**config.mk**
```make
export PLATFORM = sky130hd
export DESIGN_NAME = pc_sequencer
export DESIGN_NICKNAME = d
export VERILOG_FILES = /design/src/rtl/pc_pkg.sv /design/src/rtl/pc_ras.sv /design/src/rtl/pc_sequencer.sv
export SDC_FILE = /design/constraint.sdc
export NUM_CORES = 1
export LEC_CHECK = 0
export CORE_MARGIN = 2
export CORE_UTILIZATION = 48
export CTS_CLUSTER_SIZE = 25
export DETAILED_ROUTE_END_ITERATION = 10
export GPL_TIMING_DRIVEN = 0
export PLACE_DENSITY = 0.82
export SYNTH_ARGS = -nofsm -noshare
export SYNTH_HDL_FRONTEND = slang
export SYNTH_SLANG_ARGS = --single-unit
```
**constraint.sdc**
```tcl
create_clock -name clk -period 4.5 [get_ports clk]
set_input_delay 1.125 -clock clk [delete_from_list [all_inputs] [get_ports clk]]
set_output_delay 1.125 -clock clk [all_outputs]
set_load 0.02 [all_outputs]
```
**src/rtl/pc_pkg.sv**
```systemverilog
// Shared types and helpers for the program-counter sequencer.
// Optional return-address stack is enabled with PC_RAS_EN.
package pc_pkg;

  typedef enum logic [1:0] {
    SRC_SEQ,
    SRC_BR,
    SRC_JR,
    SRC_J
  } src_t;

  localparam int unsigned PC_INCR = 4;

  // Word offset from imm16, sign-extended and masked to width bits.
  function automatic logic [31:0] sext_shift(
    input logic [15:0] imm16,
    input int unsigned width
  );
    logic [31:0] v;
    v = {{14{imm16[15]}}, imm16, 2'b00};
    if (width < 32) v = v & ((32'd1 << width) - 32'd1);
    return v;
  endfunction

endpackage

```
**src/rtl/pc_ras.sv**
```systemverilog
// Circular return-address stack; a push when full drops the oldest entry.
// Used by pc_sequencer only when PC_RAS_EN is defined.
module pc_ras
  import pc_pkg::*;
#(
  parameter int W     = 32,
  parameter int DEPTH = 4
) (
  input  logic         clk,
  input  logic         rst_n,
  input  logic         push,
  input  logic         pop,
  input  logic [W-1:0] data,
  output logic [W-1:0] top,
  output logic [4:0]   count
);

  localparam int PW = $clog2(DEPTH);

  logic [W-1:0]  mem [DEPTH];
  logic [PW-1:0] wp;

  assign top = mem[wp - PW'(1)];

  always_ff @(posedge clk) begin
    if (!rst_n) begin
      wp    <= '0;
      count <= '0;
      for (int i = 0; i < DEPTH; i++) mem[i] <= '0;
    end else if (push) begin
      mem[wp] <= data;
      wp      <= wp + PW'(1);
      if (count != 5'(DEPTH)) count <= count + 5'd1;
    end else if (pop) begin
      wp    <= wp - PW'(1);
      count <= count - 5'd1;
    end
  end

endmodule

```
**src/rtl/pc_sequencer.sv**
```systemverilog
// Registered PC with branch/jr/j/jal next-PC priority mux and misalign flag.
// Define PC_RAS_EN to add a return-address stack for jal/jr.
module pc_sequencer
  import pc_pkg::*;
#(
  parameter int              ADDR_W    = 32,
  parameter logic [ADDR_W-1:0] RESET_VEC = '0,
  parameter int              RAS_DEPTH = 4
) (
  input  logic              clk,
  input  logic              rst_n,
  input  logic              stall,
  input  logic [31:0]       instr,
  input  logic              branch,
  input  logic              bne,
  input  logic              zero,
  input  logic              jump,
  input  logic              jal,
  input  logic              jr,
  input  logic [ADDR_W-1:0] rs_val,
  output logic [ADDR_W-1:0] pc,
  output logic [ADDR_W-1:0] pc_plus4,
  output logic              redirect,
  output logic              misalign,
  output logic [4:0]        ras_count
);

  logic              taken;
  logic [31:0]       imm_ext;
  logic [ADDR_W-1:0] br_tgt;
  logic [ADDR_W-1:0] j_tgt;
  logic [ADDR_W-1:0] jr_tgt;
  logic [ADDR_W-1:0] nxt;
  src_t              src;
  logic              unused_ok;

  assign taken    = branch & (zero ^ bne);
  assign pc_plus4 = pc + ADDR_W'(PC_INCR);
  assign imm_ext  = sext_shift(instr[15:0], ADDR_W);
  assign br_tgt   = pc_plus4 + imm_ext[ADDR_W-1:0];

  generate
    if (ADDR_W == 28) begin : g_j28
      assign j_tgt = {instr[25:0], 2'b00};
    end else begin : g_jw
      assign j_tgt = {pc_plus4[ADDR_W-1:28], instr[25:0], 2'b00};
    end
  endgenerate

  always_comb begin
    src = SRC_SEQ;
    nxt = pc_plus4;
    priority case (1'b1)
      taken: begin
        src = SRC_BR;
        nxt = br_tgt;
      end
      jr: begin
        src = SRC_JR;
        nxt = jr_tgt;
      end
      (jump | jal): begin
        src = SRC_J;
        nxt = j_tgt;
      end
      default: ;
    endcase
  end

  assign redirect = (src != SRC_SEQ);

`ifdef PC_RAS_EN
  logic              push;
  logic              pop;
  logic [ADDR_W-1:0] top;
  logic [4:0]        cnt;

  // Only the winning source may touch the stack.
  assign push = !stall && (src == SRC_J) && jal;
  assign pop  = !stall && (src == SRC_JR) && (cnt != 5'd0);

  pc_ras #(
    .W     (ADDR_W),
    .DEPTH (RAS_DEPTH)
  ) u_ras (
    .clk   (clk),
    .rst_n (rst_n),
    .push  (push),
    .pop   (pop),
    .data  (pc_plus4),
    .top   (top),
    .count (cnt)
  );

  assign jr_tgt    = (cnt != 5'd0) ? top : rs_val;
  assign ras_count = cnt;
  assign unused_ok = ^instr[31:26];
`else
  assign jr_tgt    = rs_val;
  assign ras_count = '0;
  assign unused_ok = ^{instr[31:26], RAS_DEPTH};
`endif

  always_ff @(posedge clk) begin
    if (!rst_n) begin
      pc       <= RESET_VEC;
      misalign <= 1'b0;
    end else if (!stall) begin
      pc       <= nxt;
      misalign <= |nxt[1:0];
    end
  end

endmodule

```
==> results.yml <==
drt:
  route.detailed.drc: 0
  drtAntennaViolNets: 0
  drt_iter0_drc: 605
  routed_wirelength_mm: 19.1
  maxUsedRoutingLayer: "met4"
  firstDrtPassIters: 5
  detail_route.wl_per_cell_um: 21.5
  viasPerCell: 6.65
  routed-wl-met2_mm: 8.70
  wl_met3_mm: 2.08
  wirelength_met1_mm: 7.47
  vias: 5881
setup_path:
  worst_ep_required_time_ps: 3380
  path_cells: "clkdlybuf4s50_1 -> nor2_2 -> clkbuf_1 -> nand2_1 -> clkdlybuf4s50_1"
  critical_path_arrival_ps: 3410
  r2r_setup_slack_ps: 380
  cp_slowest_cell: "clkdlybuf4s50_1"
  critPathCaptureType: "primary output"
  critical-path-max-stage-delay_ps: 590
  ff2ff_path_depth: 10
  path_class: "input port to primary output"
  r2r-start: "pc[2]$_SDFFE_PN0N_"
  r2r_end: "pc[23]$_SDFFE_PN0N_"
  cp_max_fo: 10
  crit_path_frequent_cell: "clkdlybuf4s50_1"
  start_kind: "input port"
global_route:
  grt_pass1_wl_mm: 29.2
  grt_max_degree: 22
  grt-ovfl-total: 0
  first_global_vias: 5650
  antenna_found_initial: 0
  grt.total_usage: 0.367
floorplanning:
  rows: 35
  boundaryPins: 144
  die_x_um: 101
  die_area_um2: 10200
  fp.dieH_um: 101
  core_area_um2: 9200
  initial_core_util: 0.492
final_layout:
  finish.utilization: 0.664
  area_growth_pct: 35.1
  diodes: 0
  layout_commonest_cell: "clkdlybuf4s50_1"
  nNetsFinal: 883
  drive_above_1_share: 0.0568
  n_fill_cell: 825
  layout_common_cells: "132 x clkdlybuf4s50_1, 59 x nand2_1, 54 x a21oi_1"
logic_synthesis:
  ys.warnings.count: 0
  synth_top_cell_area_share: 0.146
  synth_top_flop_cell: "dfxtp_1"
  syn-cell-area_um2: 4520
  ys_types: 76
  yosys.area.top_type: "dfxtp_1"
  synth_edf_count: 0
  synthCells: 630
  synth_area_per_cell_um2: 7.18
  yosysSeqAreaShare: 0.146
  async_flop_share: 0
  ys_top_cells_by_area: "dfxtp_1 15%, ha_1 10%, a21oi_1 6.0%"
  ys_ff_latch: 33
outcome:
  status: "finished, violations left"
  violations: "setup timing"
clocking:
  h-tree-depth: 2
  clock_sinks: 33
  clock_latency_ps: 290
  post_cts_buffers: 0
  cts_tree: "done"
  cts_buffers: 5
  cts.clk_slew.worst_paths_ps: 70
  hold_buffers: 0
  clock-root-buffer: "clkbuf_8"
  clockBufferDepth: 2
run:
  cap_violations: 0
hold_path:
  hold_path.class: "flop to flop"
  holdPathEnd: "pc[0]$_SDFFE_PN0N_"
  min_from: "pc[0]$_SDFFE_PN0N_"
  hold_depth: 2
pwr:
  powerDensity_nw_per_um2: 238
  vdd_drop_max_v: 0.000159
  cellLeakagePower_uw: 0.00244
  power.total_uw: 1450
sta:
  setup_ws_ps: -37.0
  rsz0062_at_grt: "true"
  min_period_ps: 4540
  whs_ps: 524
  worst-slew-pin-transition_ps: 1040
  setup_viol: 1
  final.setup.tns_ps: -37.0
  fin_skew_ps: 11.4
  slew_headroom: 0.307
  fmax_mhz: 220
  hold_viol: 0
  final_max_slew_viol_count: 0
  fin_crit_sh: 1.01
placed_design:
  dp_slack_ps: -197
  globalplace.congestion: 1.01
  portBuffers: 132
  dp_hpwl_mm: 14.6
## area by class of cell
| type | instances | area, µm² | share of cell area |
|---|---|---|---|
| multi-input combinational | 545 | 3650 | 0.597 |
| timing repair buffer | 132 | 1320 | 0.216 |
| sequential | 33 | 661 | 0.108 |
| buffer | 40 | 180 | 0.0295 |
| tap | 111 | 139 | 0.0227 |
| clock buffer | 7 | 96.3 | 0.0158 |
| inverter | 16 | 60.1 | 0.00983 |
| clock inverter | 1 | 5.00 | 0.000819 |
## registers in the layout, indices dropped and copies added (netlist names)
signal	cells
pc	32
misalign	1
## worst max path at each step
stage | from | to | slack [ps] | depth (start not counted)
final | jal | redirect | -40 | 5
after global routing | jal | redirect | -40 | 5
after CTS | bne | redirect | 20 | 6
after detailed placement | jal | redirect | -200 | 5
after global placement | jal | redirect | -150 | 5
after floorplan | pc[2]$_SDFFE_PN0N_ | pc[25]$_SDFFE_PN0N_ | 770 | 14
## cell families after synthesis
logic type | Yosys count | share of synthesized area
AO/OA/AOI/OAI | 216 | 0.316
XOR/XNOR | 46 | 0.0891
adder cells (fa/ha/maj) | 37 | 0.104
buffers and inverters | 56 | 0.0531
flip-flops | 33 | 0.146
multiplexers | 11 | 0.0252
other | 1 | 0.000829
AND/OR/NAND/NOR | 230 | 0.266
## timing repair
item | CTS | global route
endpoints found under the setup margin | 1 | 2
gates cloned | 0 | 0
gates resized for setup | 1 | 2
## synth_stat cells (4+ instances only)
cell and number:
nand2_1 59, nor2_1 55, a21oi_1 54, o21ai_0 50
ha_1 36, dfxtp_1 33, clkbuf_1 29, xnor2_1 29
nand3_1 25, a211oi_1 21, nand4_1 17, xor2_1 17
inv_1 15, nor3_1 14, a21o_1 11, a31oi_1 8
mux2i_1 8, or2_2 8, and2_1 7, and3_1 7
buf_4 7, nor4_1 7, o211a_1 7, o211ai_1 7
o21bai_1 6, o31a_1 6, o31ai_1 6, o21a_1 5
and4_1 4, nand2b_1 4
## stage by stage
step,cells,cell area (µm²)
floorplan,634,4540
global placement,877,6000
detailed placement,877,6000
CTS,885,6100
global route,885,6110
finish,885,6110
## per-layer routing
metal	vias up	global-route usage
met5	-	0
met4	0	0.172
met3	77	0.0527
met2	441	0.606
met1	2719	0.469
li1	2644	-
## power by group
group	internal [µW]	switching, µW
logic	349	472
registers	320	50.0
clock network	139	124
total	808	647
## worst max-delay path: cells and delay by family
family	cells	cell delay, ps
buffers and inverters	3	1580
AND/OR/NAND/NOR	2	700
Power figures use the tool's default switching activity.
